$ cat config.mk
export PLATFORM = sky130hd
export DESIGN_NAME = instruction_fetch_buffer
export DESIGN_NICKNAME = d
export VERILOG_FILES = /design/src/rtl/instruction_fetch_buffer_pkg.sv /design/src/rtl/instruction_fetch_buffer_fifo.sv /design/src/rtl/instruction_fetch_buffer.sv
export SDC_FILE = /design/constraint.sdc
export NUM_CORES = 1
export LEC_CHECK = 0
export ABC_AREA = 0
export BUFFER_PORTS_ARGS = -buffer_cell sky130_fd_sc_hd__buf_2
export CORE_ASPECT_RATIO = 1.75
export CORE_MARGIN = 2
export CORE_UTILIZATION = 59
export DETAILED_ROUTE_END_ITERATION = 12
export PLACE_DENSITY_LB_ADDON = 0.1
export SETUP_SLACK_MARGIN = 0.4
export SYNTH_ARGS = -nofsm -noshare
export SYNTH_HDL_FRONTEND = slang
export SYNTH_SLANG_ARGS = --single-unit
$ cat constraint.sdc
create_clock -name clock -period 3.1 [get_ports clock]
set_clock_uncertainty 0.05 [all_clocks]
set_input_delay 0.155 -clock clock [delete_from_list [all_inputs] [get_ports clock]]
set_output_delay 0.155 -clock clock [all_outputs]
set_load 0.005 [all_outputs]
$ cat src/rtl/instruction_fetch_buffer_pkg.sv
// Shared types and constants for the instruction fetch buffer.
// The text-memory width and the default start PC come from global macros;
// defaults are supplied here so the block stands alone.
`ifndef TEXT_BITS
`define TEXT_BITS 12
`endif
`ifndef INITIAL_PC
`define INITIAL_PC 32'h0040_0000
`endif

package instruction_fetch_buffer_pkg;

    // One prefetched instruction together with the PC it was fetched from.
    typedef struct packed {
        logic [31:0] pc;
        logic [31:0] inst;
    } fetch_entry_t;

    localparam logic [31:0] FETCH_STEP = 32'd4;

endpackage

$ cat src/rtl/instruction_fetch_buffer_fifo.sv
// Generic synchronous circular FIFO of fetch entries.
// Reset clears storage; flush only empties the queue (pointers and count).
// The caller guarantees push only when not full (or with a pop) and pop only when not empty.
module fetch_fifo
    import instruction_fetch_buffer_pkg::*;
#(
    parameter int DEPTH = 4
) (
    input  logic                         clock,
    input  logic                         reset,
    input  logic                         flush,
    input  logic                         push,
    input  fetch_entry_t                 push_data,
    input  logic                         pop,
    output fetch_entry_t                 head,
    output logic [$clog2(DEPTH+1)-1:0]   count
);

    localparam int PW = $clog2(DEPTH);
    localparam int CW = $clog2(DEPTH+1);

    fetch_entry_t      storage [DEPTH];
    logic [PW-1:0]     rd_ptr;
    logic [PW-1:0]     wr_ptr;

    assign head = storage[rd_ptr];

    // Pointer and occupancy bookkeeping; flush empties without touching storage.
    always_ff @(posedge clock) begin
        if (reset) begin
            rd_ptr <= '0;
            wr_ptr <= '0;
            count  <= '0;
        end else if (flush) begin
            rd_ptr <= '0;
            wr_ptr <= '0;
            count  <= '0;
        end else begin
            if (push) wr_ptr <= wr_ptr + PW'(1);
            if (pop)  rd_ptr <= rd_ptr + PW'(1);
            case ({push, pop})
                2'b10:   count <= count + CW'(1);
                2'b01:   count <= count - CW'(1);
                default: count <= count;
            endcase
        end
    end

    // Entry storage; cleared on reset so the head reads zero afterwards.
    always_ff @(posedge clock) begin
        if (reset) begin
            for (int i = 0; i < DEPTH; i++) storage[i] <= '0;
        end else if (push && !flush) begin
            storage[wr_ptr] <= push_data;
        end
    end

endmodule

$ cat src/rtl/instruction_fetch_buffer.sv
// Instruction fetch stage: owns the fetch PC, reads the combinational text
// memory, queues {pc, inst} pairs and hands them to decode via valid/ready.
// A redirect flushes the queue and restarts fetch at the new PC.
`ifndef TEXT_BITS
`define TEXT_BITS 12
`endif
`ifndef INITIAL_PC
`define INITIAL_PC 32'h0040_0000
`endif

module instruction_fetch_buffer
    import instruction_fetch_buffer_pkg::*;
#(
    parameter int          DEPTH    = 4,
    parameter logic [31:0] RESET_PC = `INITIAL_PC
) (
    input  logic                    clock,
    input  logic                    reset,
    output logic [`TEXT_BITS-3:0]   text_address,
    input  logic [31:0]             text_q,
    input  logic                    redirect,
    input  logic [31:0]             redirect_pc,
    output logic                    inst_valid,
    output logic [31:0]             inst,
    output logic [31:0]             inst_pc,
    input  logic                    inst_ready
);

    localparam int             CW      = $clog2(DEPTH+1);
    localparam logic [CW-1:0]  DEPTH_C = CW'(DEPTH);

    logic [31:0]     fetch_pc;
    logic [CW-1:0]   count;
    fetch_entry_t    head;
    fetch_entry_t    push_data;
    logic            pop;
    logic            push;

    assign pop       = inst_valid && inst_ready;
    assign push      = !redirect && ((count < DEPTH_C) || pop);
    assign push_data = '{pc: fetch_pc, inst: text_q};

    assign text_address = fetch_pc[`TEXT_BITS-1:2];
    assign inst_valid   = (count != '0);
    assign inst         = head.inst;
    assign inst_pc      = head.pc;

    // Fetch PC: reset beats redirect, redirect beats push; held while full without a pop.
    always_ff @(posedge clock) begin
        if (reset) begin
            fetch_pc <= RESET_PC & 32'hFFFF_FFFC;
        end else if (redirect) begin
            fetch_pc <= redirect_pc & 32'hFFFF_FFFC;
        end else if (push) begin
            fetch_pc <= fetch_pc + FETCH_STEP;
        end
    end

    fetch_fifo #(
        .DEPTH (DEPTH)
    ) u_fifo (
        .clock     (clock),
        .reset     (reset),
        .flush     (redirect),
        .push      (push),
        .push_data (push_data),
        .pop       (pop),
        .head      (head),
        .count     (count)
    );

endmodule

# Yosys cells after proc, flatten, opt, wreduce, memory -nomap -nowiden
# Memory sizes are Yosys's and may differ from the RTL's. A register that Yosys moved wholly into a read port is not among the register bits.
# Index checks and enable logic that the tools add are counted.
[totals] reg_bits=39 latchBits=0 mem_bits_rw=256 romBits=0 output_inout_bits=75 wordCells=37 mem_count=1
[memory_table] memory="u_fifo.storage" depth=4 width=64 read_ports=1 rd_clocked_by_memory_dff=1 write_ports=4 line_no="instruction_fetch_buffer_fifo.sv:22" text="fetch_entry_t storage [DEPTH];"
[classes] add_sub_neg=5 multipliers=0 div=0 order_cmp=1 n_eq_ne=2 shifts=0 n_mux=13 bitwise_logic=0 reduce_logical=10
[ops] op="$mux W32" n=2
[ops] op="$mux W64" n=1
[ops] op="$reduce_or A64 Y1" n=1
[ops] op="$add A32 B3 Y32 const B" n=1
[ops] op="$mux W1" n=6
[ops] op="$mux W2" n=3
[ops] op="$pmux W3 S2" n=1
[ops] op="$add A2 B1 Y2 const B" n=2
[ops] op="$reduce_bool A2 Y1" n=2
[ops] op="$add A3 B1 Y3 const B" n=1
[ops] op="$logic_and A1 B1 Y1" n=3
[ops] op="$lt A3 B3 Y1 const B" n=1
[ops] op="$reduce_bool A3 Y1" n=1
[ops] op="$sub A3 B1 Y3 const B" n=1
[ops] op="$eq A2 B1 Y1 const B" n=1
[ops] op="$eq A2 B2 Y1 const B" n=1
[ops] op="$reduce_or A2 Y1" n=1
[ops] op="$logic_not A1 Y1" n=1
[ops] op="$logic_or A1 B1 Y1" n=1

# Depth between registers and ports, before layout
[depth] ltp_word=10 mapped_depth=10

# Modules after synthesis
# From an unflattened synthesis, not the netlist that was laid out.
[unflattened] hier_cells=979 area_unflattened_um2=13281.5
[by_module_without_submodules] module="fetch_fifo" instances=1 cells_per_inst=733 area_each_um2=11327.1 seq_area_each_um2=7867.5
[by_module_without_submodules] module="instruction_fetch_buffer" instances=1 cells_per_inst=246 area_each_um2=1954.4 seq_area_each_um2=600.6

# Least setup slack after synthesis
# OpenSTA, ideal clock, no wires.
[synth_path] kind="register to register" start="register u_fifo.count[2]" end="memory u_fifo.storage[3][0] (netlist bit) (enable)" setup_ns=0.677 t_arrival_ns=2.009 required_time_ns=2.373 slack_ns=0.364 stages_incl_launch_ff=6 synth_period_minus_slack_ns=2.736 cell_sequence="dfxtp_1 nor2b_1 clkbuf_1 nor2_1 nand3_1 nand2_1"
[synth_rtl] element="start: declaration" line_no="instruction_fetch_buffer_fifo.sv:16" text="output logic [$clog2(DEPTH+1)-1:0] count"
[synth_rtl] element="start signal: assignment" line_no="instruction_fetch_buffer_fifo.sv:42" text="2'b10: count <= count + CW'(1);"
[synth_rtl] element="start signal: assignment" line_no="instruction_fetch_buffer_fifo.sv:43" text="2'b01: count <= count - CW'(1);"
[synth_rtl] element="start signal: assignment" line_no="instruction_fetch_buffer_fifo.sv:44" text="default: count <= count;"
[synth_rtl] element="end: declaration" line_no="instruction_fetch_buffer_fifo.sv:22"

==> metrics.md <==
| Metric | Value |
|---|---|
| Status | `completed` |
| Combinational power share | `8.0%` |
| Setup TNS | `0 ns` |
| Core Area | `~22000 sq um` |
| Post-synth EDFFs | `248` |
| Full die area | `about 23000 sq um` |
| HP Class | `in2reg` |
| Netlist cell types | `53` |
| Critical Path RT | `around 2.9 ns` |
| Max-Cap Viols | `0` |
| Cell area after synthesis | `13100 sq um` |
| Crit-path cells | `buf_4 > mux4_2 > buf_2` |
| Placed instance count | `1293` |
| Commonest non-fill, non-tap cell in the layout | `edfxtp_1` |
| Initial DRC count | `520` |
| Startpoint Class | `flop` |
| Routed wire length | `around 29000 um` |
| Crit. End Element | `output port` |
| Fill cells | `~1600` |
| Synth area leader | `edfxtp_1` |
| Synth Instances | `920` |
| First-pass GRT wire length | `around 45000 um` |
| Largest net degree at the start of global routing | `63` |
| Vias in the first global route | `8625` |
| # IOs | `143` |
| CP max stage cell | `dfxtp_4` |
| Final #Nets | `~1200` |
| Final setup vio count | `0` |
| Clock power frac | `36.9%` |
| Final ANT Viol Nets | `0` |
| Place WS | `0.846 ns` |
| Synth warn | `0` |
| CTS sink count | `between 200 and 300` |
| Port Buffers | `roughly 140` |
| Final core occ | `70.3%` |
| Cell row count | `72` |
| Int Power | `approximately 6.4 mW` |
| Yosys top cell area share | `56.9%` |
| Slew headroom | `36.3%` |
| P_leak | `5.90 nW` |
| Switching part of the total | `21.6%` |
| H-tree depth | `1` |
| Critical path depth | `3` |
| Final Hold Vio Count | `0` |
| TritonCTS clock tree | `done` |
| NetSw | `1.78 mW` |
| Worst setup margin | `0.609 ns` |
| Initial core utilization | `59.5%` |
| Die Width | `117 um` |
| Most used DFF post-synth | `edfxtp_1` |
| CP bufs+invs | `2` |
| TritonCTS Buffers | `25` |
| # diodes | `0` |
| Synth top area cells | `edfxtp_1 (57%), mux4_2 (11%), and2_1 (8.8%)` |
| Least-Margin Pin Slew | `between 0.9 and 1 ns` |
| CTS root buf | `clkbuf_16` |
| Area growth from synthesis to layout | `18.1%` |
| Dpl hpwl | `16700 um` |
| Layout cells sized above 1 | `around a quarter` |
| CP Class | `reg2out` |
| Period utilization | `80.4%` |
| GRT Resource Usage Total | `25.3%` |
| Routed vias/inst | `5.89` |
| Cell Pwr Density | `533 nW/um^2` |
| Commonest non-fill, non-tap cells in the layout | `edfxtp_1 (248), and2_1 (185), buf_2 (138)` |
| GP Congestion | `between 0.8 and 0.9` |
| RSZ-0062 raised after global routing | `no` |
| Post-Layout Cell Count | `1400` |
| Final Critical Period | `2.49 ns` |
| Maximum vdd drop | `between 0.5 and 0.6 mV` |
| Synth Register Bits | `about 290` |
| CTS Buffer Depth | `3` |
| Async SR Flop Fraction | `0%` |
| Reg power frac | `55.1%` |
| Vias | `~8000` |
| CP peak stage delay | `a little over 0.7 ns` |
| DRC errors left | `0` |
| Mapped Avg Cell Area | `about 14 sq um` |
| First-pass DRT Iterations | `5` |
| Wirelength per Cell | `20.8 um` |
| Arr. time, crit path | `between 2 and 2.5 ns` |
| Worst-path fanout max | `27` |
| Share of the yosys chip area belonging to registers | `62.9%` |
| Hold path depth | `4` |
| Die H | `201 um` |
| Clock insertion delay at the later pin of the skew report | `between 0.5 and 0.6 ns` |
| Worst r2r path cells | `5` |
| Slew Limit Fails | `0` |
| Fmax | `~400 MHz` |
| Gr ovfl total | `0` |
| Initial antenna violation count | `0` |
| Clock-pin slew on the worst setup and hold paths | `approximately 0.07 ns` |
| CP top delay family | `flip-flops` |
==> power groups by stage <==
stage                     Clock [mW]  Combinational [mW]  Sequential, mW
after detailed placement           0               0.601            4.62
final                           3.04               0.660            4.53
after global routing            3.22               0.722            4.56
after CTS                       3.07               0.664            4.53
after global placement             0               0.595            4.61
after floorplan                    0               0.380            4.55
==> flip-flops by register name, summed over array words and instances (netlist names), named ones only <==
name / cells
u_fifo.storage: 248
u_fifo.count: 3
u_fifo.wr_ptr: 2
u_fifo.rd_ptr: 2
fetch_pc: 30
==> logic make-up (layout without fill, tap and decap cells) <==
family / count (synthesis) / in the layout / share of synthesized area (%)
adder cells (fa/ha/maj): 3 / 3 / 0.344
AND/OR/NAND/NOR: 399 / 399 / 18.1
buffers and inverters: 96 / 279 / 3.63
other: 1 / 2 / 0.0287
multiplexers: 62 / 62 / 10.7
XOR/XNOR: 13 / 13 / 0.870
AO/OA/AOI/OAI: 59 / 59 / 3.44
flip-flops: 287 / 287 / 62.9
==> worst reg2reg max path, cell delays in order (launching register included) <==
cell	delay, ns
dfxtp_1	0.55
and4_1	0.38
nand2_2	0.24
o31a_2	0.40
a211oi_1	0.16
dlygate4sd3_1	0.57
==> per-stage QoR <==
step | power, mW | hold WS, ns | area (sq um)
after floorplan | 4.93 | 0.250 | 13100
after global placement | 5.20 | 0.362 | 14000
after detailed placement | 5.22 | 0.365 | 14000
after CTS | 8.26 | 0.00298 | 15500
after global routing | 8.50 | 0.0580 | 15500
final | 8.23 | 0.0216 | 15500
==> final cells by class <==
| type | count | area [sq um] | area share (%) |
|---|---|---|---|
| clock buffer | 39 | 738 | 4.78 |
| clock inverter | 6 | 52.6 | 0.340 |
| inverter | 9 | 33.8 | 0.219 |
| multi-input combinational | 538 | 4420 | 28.6 |
| sequential | 287 | 8230 | 53.3 |
| tap | 296 | 370 | 2.40 |
| timing repair buffer | 225 | 1600 | 10.3 |
==> worst paths after layout <==
path	start	to	slack, ns
worst max-delay path	flop	inst[29]	0.61
worst min-delay path	redirect_pc[23]	fetch_pc[23]$_SDFFE_PP0P_	0.02
worst max register to register	fetch_pc[4]$_SDFFE_PP0P_	fetch_pc[22]$_SDFFE_PP1P_	0.70
worst min register to register	u_fifo.rd_ptr[1]$_SDFFE_PP0P_	flop	0.47
==> per-layer routing <==
metal | GRT usage, % | up-vias | wire length, um
li1 | - | 3777 | -
met1 | 31.1 | 4119 | 11100
met2 | 44.7 | 289 | 15400
met3 | 2.81 | 61 | 1440
met4 | 10.6 | 0 | 1100
met5 | 0 | - | 0
==> Yosys cell counts (10+ instances only) <==
cell      count
edfxtp_1    248
and2_1      185
mux4_2       62
and3_1       61
clkbuf_1     49
nor2_1       41
dfxtp_1      39
nand2_1      22
buf_2        15
nand3_1      15
nor4_1       15
buf_4        13
nand4_1      12
a311oi_1     11
a211oi_1     10
or4_1        10
==> what timing repair did <==
action | 4_1_cts | 5_1_grt
gates resized for setup | 0 | 0
setup endpoints to repair | 0 | 0
hold buffers | 62 | 0
setup buffers | 0 | 0
hold endpoints to repair | 157 | 0
No activity file was read; power rests on OpenSTA's default activity.
